**config.mk**
```make
export PLATFORM = sky130hd
export DESIGN_NAME = memory_stage_flat
export DESIGN_NICKNAME = d
export VERILOG_FILES = /design/src/rtl/memory_stage_if.sv /design/src/rtl/memory_stage.sv /design/src/flat_wrapper.sv
export SDC_FILE = /design/constraint.sdc
export NUM_CORES = 1
export LEC_CHECK = 0
export CAP_MARGIN = 20
export CORE_MARGIN = 3
export CORE_UTILIZATION = 30
export CTS_CLUSTER_DIAMETER = 60
export DETAILED_ROUTE_END_ITERATION = 16
export DONT_BUFFER_PORTS = 1
export SETUP_SLACK_MARGIN = 0.3
export SLEW_MARGIN = 25
export SYNTH_ARGS = -nofsm -noshare
export SYNTH_HDL_FRONTEND = slang
export SYNTH_SLANG_ARGS = --single-unit
```
**constraint.sdc**
```tcl
create_clock -name me_clk -period 8.7 [get_ports me_clk]
set_input_delay 1.74 -clock me_clk [delete_from_list [all_inputs] [get_ports me_clk]]
set_output_delay 1.74 -clock me_clk [all_outputs]
set_load 0.1 [all_outputs]
```
**src/rtl/memory_stage_if.sv**
```systemverilog
// Data-memory bus between memory_stage (master) and the data memory (slave).
// Single outstanding request: mem_req is held until mem_ack.
// Also holds the shared one-hot opcode bit positions, guarded so other files can
// repeat them.

`ifndef OPCODE_WIDTH
`define OPCODE_WIDTH 11
`endif
`ifndef RTYPE
`define RTYPE 0
`endif
`ifndef LOAD
`define LOAD 2
`endif
`ifndef STORE
`define STORE 3
`endif

interface memory_stage_if #(
    parameter int DWIDTH = 32
) ();
    logic                  mem_req;
    logic                  mem_we;
    logic [DWIDTH-1:0]     mem_addr;
    logic [DWIDTH-1:0]     mem_wdata;
    logic [DWIDTH/8-1:0]   mem_sel;
    logic                  mem_ack;
    logic [DWIDTH-1:0]     mem_rdata;

    modport master (
        output mem_req, mem_we, mem_addr, mem_wdata, mem_sel,
        input  mem_ack, mem_rdata
    );

    modport slave (
        input  mem_req, mem_we, mem_addr, mem_wdata, mem_sel,
        output mem_ack, mem_rdata
    );
endinterface

```
**src/rtl/memory_stage.sv**
```systemverilog
// Memory pipeline stage: passes non-memory results through with one cycle of
// latency and runs a single-outstanding LOAD/STORE transaction on the data bus.
// Optional build macro MISALIGN_TRAP_EN: misaligned half/word accesses are
// reported on me_o_misaligned instead of being force-aligned.
//
// state | meaning
// IDLE  | no access in flight, accepting from execute
// WAIT  | bus request outstanding, waiting for ack
// HOLD  | ack seen while writeback stalled, result parked in hold register

`ifndef OPCODE_WIDTH
`define OPCODE_WIDTH 11
`endif
`ifndef LOAD
`define LOAD 2
`endif
`ifndef STORE
`define STORE 3
`endif

module memory_stage #(
    parameter int AWIDTH      = 5,
    parameter int DWIDTH      = 32,
    parameter int FUNCT_WIDTH = 3,
    parameter int PC_WIDTH    = 32
) (
    input  logic                     me_clk,
    input  logic                     me_rst,
    input  logic                     me_i_ce,
    input  logic [`OPCODE_WIDTH-1:0] me_i_opcode,
    input  logic [FUNCT_WIDTH-1:0]   me_i_funct3,
    input  logic [DWIDTH-1:0]        me_i_alu_value,
    input  logic [DWIDTH-1:0]        me_i_data_rs2,
    input  logic [DWIDTH-1:0]        me_i_data_rd,
    input  logic [AWIDTH-1:0]        me_i_addr_rd,
    input  logic                     me_i_we_reg,
    input  logic [PC_WIDTH-1:0]      me_i_pc,
    input  logic                     me_i_stall,
    input  logic                     me_i_flush,
    output logic                     me_o_stall,
    output logic                     me_o_flush,
    memory_stage_if.master           me_mem,
    output logic                     me_o_ce,
    output logic [AWIDTH-1:0]        me_o_addr_rd,
    output logic [DWIDTH-1:0]        me_o_data_rd,
    output logic                     me_o_we_reg,
    output logic [PC_WIDTH-1:0]      me_o_pc,
    output logic                     me_o_misaligned
);

    typedef enum logic [1:0] {IDLE, WAIT, HOLD} state_t;

    state_t                 state_q, state_d;
    logic                   req_q, mem_we_q;
    logic [DWIDTH-1:0]      addr_q, wdata_q, hold_q;
    logic [DWIDTH/8-1:0]    sel_q;
    logic [FUNCT_WIDTH-1:0] funct3_q;
    logic [1:0]             lane_q;
    logic [AWIDTH-1:0]      rd_q;
    logic                   wreg_q, kill_q, mis_q;
    logic [PC_WIDTH-1:0]    pc_q;

    logic                   mem_op, trap, dlv, kill_eff;
    logic [DWIDTH/8-1:0]    sel_new;
    logic [DWIDTH-1:0]      wdata_new, load_val, dlv_data;
    logic [7:0]             byte_v;
    logic [15:0]            half_v;
    logic                   unused_bits;

    assign unused_bits = ^me_i_opcode;

    assign mem_op   = me_i_ce & (me_i_opcode[`LOAD] | me_i_opcode[`STORE]);
    assign kill_eff = kill_q | me_i_flush;

    assign me_o_stall = (state_q != IDLE) | me_i_stall;
    assign me_o_flush = me_i_flush;

    assign me_mem.mem_req   = req_q;
    assign me_mem.mem_we    = mem_we_q;
    assign me_mem.mem_addr  = addr_q;
    assign me_mem.mem_wdata = wdata_q;
    assign me_mem.mem_sel   = sel_q;
    assign me_o_misaligned  = mis_q;

    // Byte-lane enables and lane-replicated store data from access size and address
    always_comb begin
        sel_new   = '0;
        wdata_new = me_i_data_rs2;
        case (me_i_funct3[1:0])
            2'b00: begin
                sel_new   = 4'b0001 << me_i_alu_value[1:0];
                wdata_new = {4{me_i_data_rs2[7:0]}};
            end
            2'b01: begin
                sel_new   = me_i_alu_value[1] ? 4'b1100 : 4'b0011;
                wdata_new = {2{me_i_data_rs2[15:0]}};
            end
            2'b10:   sel_new = 4'b1111;
            default: sel_new = '0;
        endcase
    end

    // Misaligned half/word detection, only when trapping is built in
    always_comb begin
`ifdef MISALIGN_TRAP_EN
        trap = ((me_i_funct3[1:0] == 2'b01) & me_i_alu_value[0]) |
               ((me_i_funct3[1:0] == 2'b10) & (me_i_alu_value[1:0] != 2'b00));
`else
        trap = 1'b0;
`endif
    end

    // Load extract and extend from the read word using the latched size and lane
    always_comb begin
        byte_v   = 8'h00;
        half_v   = me_mem.mem_rdata[15:0];
        load_val = '0;
        case (lane_q)
            2'd0: byte_v = me_mem.mem_rdata[7:0];
            2'd1: byte_v = me_mem.mem_rdata[15:8];
            2'd2: byte_v = me_mem.mem_rdata[23:16];
            default: byte_v = me_mem.mem_rdata[31:24];
        endcase
        if (lane_q[1]) half_v = me_mem.mem_rdata[31:16];
        case (funct3_q)
            3'b000:  load_val = {{24{byte_v[7]}}, byte_v};
            3'b001:  load_val = {{16{half_v[15]}}, half_v};
            3'b010:  load_val = me_mem.mem_rdata;
            3'b100:  load_val = {24'h0, byte_v};
            3'b101:  load_val = {16'h0, half_v};
            default: load_val = '0;
        endcase
    end

    // Delivery edge detection; stores hand back zero data
    always_comb begin
        dlv      = ((state_q == WAIT) & me_mem.mem_ack & ~me_i_stall) |
                   ((state_q == HOLD) & ~me_i_stall);
        dlv_data = (state_q == HOLD) ? hold_q : (mem_we_q ? '0 : load_val);
    end

    // State register
    always_ff @(posedge me_clk or posedge me_rst) begin
        if (me_rst) state_q <= IDLE;
        else        state_q <= state_d;
    end

    // Next-state logic
    always_comb begin
        state_d = state_q;
        case (state_q)
            IDLE: if (!me_i_stall && !me_i_flush && mem_op && !trap) state_d = WAIT;
            WAIT: if (me_mem.mem_ack) state_d = me_i_stall ? HOLD : IDLE;
            HOLD: if (!me_i_stall) state_d = IDLE;
            default: state_d = IDLE;
        endcase
    end

    // Bus, latch and writeback output registers
    always_ff @(posedge me_clk or posedge me_rst) begin
        if (me_rst) begin
            req_q <= 1'b0;  mem_we_q <= 1'b0;  addr_q <= '0;  wdata_q <= '0;
            sel_q <= '0;    funct3_q <= '0;    lane_q <= '0;  rd_q <= '0;
            wreg_q <= 1'b0; pc_q <= '0;        kill_q <= 1'b0; hold_q <= '0;
            mis_q <= 1'b0;  me_o_ce <= 1'b0;   me_o_addr_rd <= '0;
            me_o_data_rd <= '0; me_o_we_reg <= 1'b0; me_o_pc <= '0;
        end else begin
            case (state_q)
                IDLE: begin
                    if (me_i_stall) begin
                        // writeback stalled: hold everything
                    end else if (me_i_flush) begin
                        me_o_ce     <= 1'b0;
                        me_o_we_reg <= 1'b0;
                        mis_q       <= 1'b0;
                    end else if (mem_op && trap) begin
                        me_o_ce      <= 1'b1;
                        me_o_we_reg  <= 1'b0;
                        mis_q        <= 1'b1;
                        me_o_addr_rd <= me_i_addr_rd;
                        me_o_pc      <= me_i_pc;
                    end else if (mem_op) begin
                        req_q    <= 1'b1;
                        mem_we_q <= me_i_opcode[`STORE];
                        addr_q   <= {me_i_alu_value[DWIDTH-1:2], 2'b00};
                        wdata_q  <= wdata_new;
                        sel_q    <= sel_new;
                        funct3_q <= me_i_funct3;
                        lane_q   <= me_i_alu_value[1:0];
                        rd_q     <= me_i_addr_rd;
                        wreg_q   <= me_i_we_reg;
                        pc_q     <= me_i_pc;
                        me_o_ce  <= 1'b0;
                        mis_q    <= 1'b0;
                    end else if (me_i_ce) begin
                        me_o_ce      <= 1'b1;
                        me_o_data_rd <= me_i_data_rd;
                        me_o_addr_rd <= me_i_addr_rd;
                        me_o_we_reg  <= me_i_we_reg;
                        me_o_pc      <= me_i_pc;
                        mis_q        <= 1'b0;
                    end else begin
                        me_o_ce <= 1'b0;
                        mis_q   <= 1'b0;
                    end
                end
                WAIT: begin
                    if (me_i_flush) kill_q <= 1'b1;
                    if (me_mem.mem_ack) begin
                        req_q <= 1'b0;
                        if (me_i_stall) hold_q <= dlv_data;
                    end
                end
                HOLD: if (me_i_flush) kill_q <= 1'b1;
                default: ;
            endcase
            if (dlv) begin
                kill_q       <= 1'b0;
                mis_q        <= 1'b0;
                me_o_ce      <= ~kill_eff;
                me_o_we_reg  <= ~kill_eff & wreg_q & ~mem_we_q;
                me_o_data_rd <= dlv_data;
                me_o_addr_rd <= rd_q;
                me_o_pc      <= pc_q;
            end
        end
    end

endmodule

```
**src/flat_wrapper.sv**
```systemverilog
// flat-port wrapper written by rule: the top's interface ports become plain ports
module memory_stage_flat 
#(
    parameter int AWIDTH      = 5,
    parameter int DWIDTH      = 32,
    parameter int FUNCT_WIDTH = 3,
    parameter int PC_WIDTH    = 32
)
  (me_clk, me_rst, me_i_ce, me_i_opcode, me_i_funct3, me_i_alu_value, me_i_data_rs2, me_i_data_rd, me_i_addr_rd, me_i_we_reg, me_i_pc, me_i_stall, me_i_flush, me_o_stall, me_o_flush, me_o_ce, me_o_addr_rd, me_o_data_rd, me_o_we_reg, me_o_pc, me_o_misaligned, me_mem_mem_req, me_mem_mem_we, me_mem_mem_addr, me_mem_mem_wdata, me_mem_mem_sel, me_mem_mem_ack, me_mem_mem_rdata);
  memory_stage_if #(.DWIDTH(DWIDTH)) me_mem_i ();
  input  logic me_clk;
  input  logic me_rst;
  input  logic me_i_ce;
  input  logic [`OPCODE_WIDTH-1:0] me_i_opcode;
  input  logic [FUNCT_WIDTH-1:0] me_i_funct3;
  input  logic [DWIDTH-1:0] me_i_alu_value;
  input  logic [DWIDTH-1:0] me_i_data_rs2;
  input  logic [DWIDTH-1:0] me_i_data_rd;
  input  logic [AWIDTH-1:0] me_i_addr_rd;
  input  logic me_i_we_reg;
  input  logic [PC_WIDTH-1:0] me_i_pc;
  input  logic me_i_stall;
  input  logic me_i_flush;
  output logic me_o_stall;
  output logic me_o_flush;
  output logic me_o_ce;
  output logic [AWIDTH-1:0] me_o_addr_rd;
  output logic [DWIDTH-1:0] me_o_data_rd;
  output logic me_o_we_reg;
  output logic [PC_WIDTH-1:0] me_o_pc;
  output logic me_o_misaligned;
  output wire logic [$bits(me_mem_i.mem_req)-1:0] me_mem_mem_req;
  output wire logic [$bits(me_mem_i.mem_we)-1:0] me_mem_mem_we;
  output wire logic [$bits(me_mem_i.mem_addr)-1:0] me_mem_mem_addr;
  output wire logic [$bits(me_mem_i.mem_wdata)-1:0] me_mem_mem_wdata;
  output wire logic [$bits(me_mem_i.mem_sel)-1:0] me_mem_mem_sel;
  input wire logic [$bits(me_mem_i.mem_ack)-1:0] me_mem_mem_ack;
  input wire logic [$bits(me_mem_i.mem_rdata)-1:0] me_mem_mem_rdata;
  assign me_mem_mem_req = me_mem_i.mem_req;
  assign me_mem_mem_we = me_mem_i.mem_we;
  assign me_mem_mem_addr = me_mem_i.mem_addr;
  assign me_mem_mem_wdata = me_mem_i.mem_wdata;
  assign me_mem_mem_sel = me_mem_i.mem_sel;
  assign me_mem_i.mem_ack = me_mem_mem_ack;
  assign me_mem_i.mem_rdata = me_mem_mem_rdata;
  memory_stage #(.AWIDTH(AWIDTH), .DWIDTH(DWIDTH), .FUNCT_WIDTH(FUNCT_WIDTH), .PC_WIDTH(PC_WIDTH)) u_core (.me_clk(me_clk), .me_rst(me_rst), .me_i_ce(me_i_ce), .me_i_opcode(me_i_opcode), .me_i_funct3(me_i_funct3), .me_i_alu_value(me_i_alu_value), .me_i_data_rs2(me_i_data_rs2), .me_i_data_rd(me_i_data_rd), .me_i_addr_rd(me_i_addr_rd), .me_i_we_reg(me_i_we_reg), .me_i_pc(me_i_pc), .me_i_stall(me_i_stall), .me_i_flush(me_i_flush), .me_o_stall(me_o_stall), .me_o_flush(me_o_flush), .me_mem(me_mem_i), .me_o_ce(me_o_ce), .me_o_addr_rd(me_o_addr_rd), .me_o_data_rd(me_o_data_rd), .me_o_we_reg(me_o_we_reg), .me_o_pc(me_o_pc), .me_o_misaligned(me_o_misaligned));
endmodule
```
---- Word level (Yosys, flattened, before mapping) ----
Index checks and enable logic that the tools add are counted.
operators by class
  reduce and logical (&&, ||, !) cells .... 24
  shift-type cells ........................ 1
  mux-type cells .......................... 54
  equal/unequal tests ..................... 20
  bitwise operators ....................... 14
operators by type and width
  cell                                                                      number
  32-bit two-way mux                                                        14
  32-bit one-hot mux with 5 select lines                                    1
  32-bit one-hot mux with 2 select lines                                    1
  5-bit two-way mux                                                         6
  8-bit one-hot mux with 3 select lines                                     1
  1-bit two-way mux                                                         22
  16-bit two-way mux                                                        1
  4-bit one-hot mux with 3 select lines                                     1
  2-bit nonzero test                                                        6
  2-bit inequality test (second input constant)                             5
  5-bit AND reduction                                                       2
  2-bit two-way mux                                                         4
  2-bit by 1-bit inequality test with 1-bit output (second input constant)  4
  4-bit AND reduction                                                       2
  1-bit AND                                                                 6
  2-bit by 1-bit equality test with 1-bit output (second input constant)    3
  2-bit equality test (second input constant)                               3
  3-bit equality test (second input constant)                               2
  2-bit zero test                                                           3
  2-bit one-hot mux with 3 select lines                                     1
  3-bit AND reduction                                                       2
  4-bit two-way mux                                                         1
  1-bit NOT                                                                 4
  1-bit OR                                                                  4
  other kinds (11)                                                          14
storage, ports and cells
  output and inout port bits .............. 144
  bits in registers ....................... 218

---- Longest topological paths before layout ----
  depth after elaboration ................. 7
  gate-level depth with buffers ........... 10
  depth with buffers taken out ............ 7

---- Worst setup path after synthesis ----
No wires, ideal clock.
  kind .................................... input to output
  from .................................... input me_i_stall
  to ...................................... output me_o_stall
  buffers on the path ..................... 1
  stages on the path ...................... 3
  arrival ................................. 2.598 ns
  setup slack ............................. 4.362 ns
  cells stage by stage .................... buf_4 -> nor2b_2 -> inv_1
between the ends
  longest elaborated chain between the ends .. 1
ends and longest elaborated chain
  what         line                text
  from (decl)  flat_wrapper.sv:22  input logic me_i_stall;
  1-bit OR     memory_stage.sv:75  assign me_o_stall = (state_q != IDLE) | me_i_stall;
  to (decl)    flat_wrapper.sv:24  output logic me_o_stall;
Every way passes these cells.

---- Worst setup path in the final report ----
Same ends and word-level chain as after synthesis.

==> out/metrics.csv <==
stage,metric,value,unit
hold_path,critical hold path startpoint,u_core.pc_q[22],
placement,DP Area,10500,µm²
cts,Post-CTS Setup Bufs,0,
cts,CTS Buf Count,29,
hold_path,min-delay worst type,flop to flop,
floorplan,area of the core,33800,µm²
sta,Worst Skew,0.00909,ns
sta,Final min period,4.31,ns
sta,final worst-path cycle share,49.5,%
worst_setup_path,CP Data Required Time,6.96,ns
job,max_cap viols,0,
detailed_routing,Routed Antenna Nets,0,
floorplan,Die ar.,36800,µm²
finish,Multi-input gate area,4430,µm²
hold_path,Hold Path End,u_core.pc_q[22],
cts,"Hold-fix buffers, CTS",0,
synthesis,"Top FF cell, synth",dfrtp_1,
floorplan,Initial Util,30.6,%
cts,clk root buf,clkbuf_16,
cts,Max H-tree Level,1,
synthesis,largest area contributor in the netlist,dfrtp_1,
finish,post-layout net count,1261,
finish,ratio of cells with drive above 1 in the final layout,10.6,%
sta,Worst Max-Slew Pin Slew,1.09,ns
worst_setup_path,CP Launch Type,input pin,
detailed_routing,drt wl/cell,20.1,µm
worst_setup_path,Crit path max-delay family,buffers and inverters,
detailed_routing,routed via count,7981,
finish,Filler Cell Count,3415,
synthesis,fraction of registers with async set/reset,100,%
worst_setup_path,cells along the critical path,nor2b_2 > inv_1,
placement,GP Congestion,0.821,
worst_setup_path,cell depth of the worst flop-to-flop path,8,
worst_setup_path,kind of critical path,input pin to output pin,
cts,CTS tree,done,
synthesis,Netlist Area Pre-Place,10400,µm²
sta,setup violators final,0,
worst_setup_path,CP Capture Type,output pin,
synthesis,Post-synth EDFFs,0,
detailed_routing,Detailed Route WL,31000,µm
worst_setup_path,r2r endpoint,u_core.me_mem.mem_sel[2],
synthesis,"Avg Cell Area, Syn",9.29,µm²
grt,GRT Util Overall,16.1,%
cts,CTS max path bufs,3,
worst_setup_path,R2R Setup Slk,5.07,ns
worst_setup_path,"Slowest-stage cell, CP",inv_1,
grt,first-pass GRT wire length,46600,µm
sta,"Hold Vio Cnt, Final",0,
finish,"commonest non-fill, non-tap cell in the layout",nand2_1,
sta,RSZ-0062 raised after global routing,false,
finish,area grow syn2layout,11.9,%
synthesis,Area contributors post-synth,"dfrtp_1, nand2_1, mux2i_1",
grt,gr ovfl total,0,
placement,DP Wirelength,21200,µm
floorplan,Ports,330,
hold_path,Min-Delay Path Depth,2,
cts,clock-pin slew on the worst setup and hold paths,0.06,ns
finish,post-route insts no fill,1542,
cts,PostCTS Resize Cnt,0,
finish,FF+latch area,5430,µm²
grt,vias in the first global route,7795,
detailed_routing,Vias/cell,5.18,
synthesis,yosys warns,0,
sta,fin. max-slew vios,0,
sta,Hold Slack,0.473,ns
finish,"commonest non-fill, non-tap cells in the layout","nand2_1, dfrtp_1, mux2i_1",
floorplan,Rows,67,
grt,initial antenna violation count,2,
placement,IO Port Bufs,0,
worst_setup_path,"slowest stage delay, CP",0.78,ns
worst_setup_path,FF-to-FF Start,u_core.state_q[0],
cts,clk_lat worst skew,0.55,ns
status,status,"finished, final reports clean",
detailed_routing,DRT iter0 DRCs,491,
sta,Slew headroom,27.2,%
worst_setup_path,WP data arrival,2.57,ns
floorplan,Die W,192,µm
synthesis,post-synthesis sequential area ratio,52.4,%
synthesis,share of the synthesized area in the top cell type,52.4,%
cts,CTS Sinks,217,
floorplan,chip height,192,µm
synthesis,synth unique cells,51,
synthesis,Post-Syn Instances,1114,
sta,setup TNS,0,ns
sta,fmax,232,MHz
worst_setup_path,WP buf/inv,1,
synthesis,synthesis-stage register bit count,217,
placement,post-placement cell count,1489,
grt,pin count of the biggest net entering global routing,142,
worst_setup_path,worst-path fanout max,10,
detailed_routing,# DRC,0,
finish,post-route cell area,11600,µm²
detailed_routing,TritonRoute pass-1 iters,5,
finish,Antenna Cells,0,
how the worst max path moves through the flow:
stage,from,endpoint,slack (ns),cells past startpoint
2_1_floorplan,me_rst,u_core.funct3_q[0],1.02,1
3_3_place_gp,me_i_stall,u_core.me_mem.mem_req,4.09,6
3_5_place_dp,me_i_stall,u_core.me_mem.mem_sel[0],4.13,6
4_1_cts,me_i_stall,me_o_stall,4.39,2
5_1_grt,me_i_stall,me_o_stall,4.38,2
6_report,me_i_stall,me_o_stall,4.39,2
synth_stat cells (2+ instances only):
| library cell | count |
|---|---|
| nand2_1 | 387 |
| inv_1 | 6 |
| a22oi_1 | 5 |
| dfrtp_1 | 217 |
| a21oi_2 | 11 |
| a221oi_2 | 8 |
| mux2i_1 | 64 |
| o221ai_1 | 18 |
| ha_1 | 3 |
| o22ai_1 | 8 |
| a211oi_1 | 2 |
| or2_1 | 2 |
| a22o_1 | 7 |
| o21ai_1 | 29 |
| a21oi_1 | 33 |
| mux2_2 | 16 |
| a31oi_1 | 38 |
| and3_1 | 3 |
| nor2_1 | 62 |
| buf_2 | 25 |
| nand3_1 | 27 |
| buf_6 | 8 |
| nor3_1 | 3 |
| o221ai_2 | 7 |
| a221oi_1 | 5 |
| and2_1 | 2 |
| clkbuf_1 | 32 |
| nand2b_1 | 5 |
| nor2b_1 | 2 |
| buf_4 | 20 |
| o21ai_0 | 39 |
routing by layer:
layer | vias up | routed length, µm | global-route usage, %
met3 | 49 | 2850 | 4.54
met5 | - | 0 | 0
met4 | 0 | 822 | 4.57
li1 | 3702 | - | -
met1 | 3923 | 12800 | 21.2
met2 | 307 | 14500 | 25.8
kinds of logic (layout without fill, tap and decap cells):
logic type      count (synthesis)  in the layout  share of synthesized area (%)
buf+inv                        93             71                           4.98
flops                         217            217                           52.4
compound gates                215            215                           14.3
mux                            81             81                           8.14
other cells                     1              3                         0.0362
simple gates                  504            504                           19.7
fa+ha+maj                       3              3                          0.363
per-stage QoR:
stage / setup WS, ns / util, %
floorplan: 1.02 / -
global placement: 4.09 / 31.2
CTS: 4.39 / 34.3
finish: 4.39 / 34.3
detailed placement: 4.13 / 31.2
global route: 4.38 / 34.3
area by class of cell:
type	instances	area share, %
clock buffer	37	6.87
clock inverter	16	2.00
multi-input combinational	806	38.3
inverter	7	0.335
tap	448	4.84
timing repair buffer	11	0.778
sequential	217	46.9
Power is left out: the tool's default activity adds up to more than one toggle a clock period on the data nets, which glitch-free logic cannot reach.
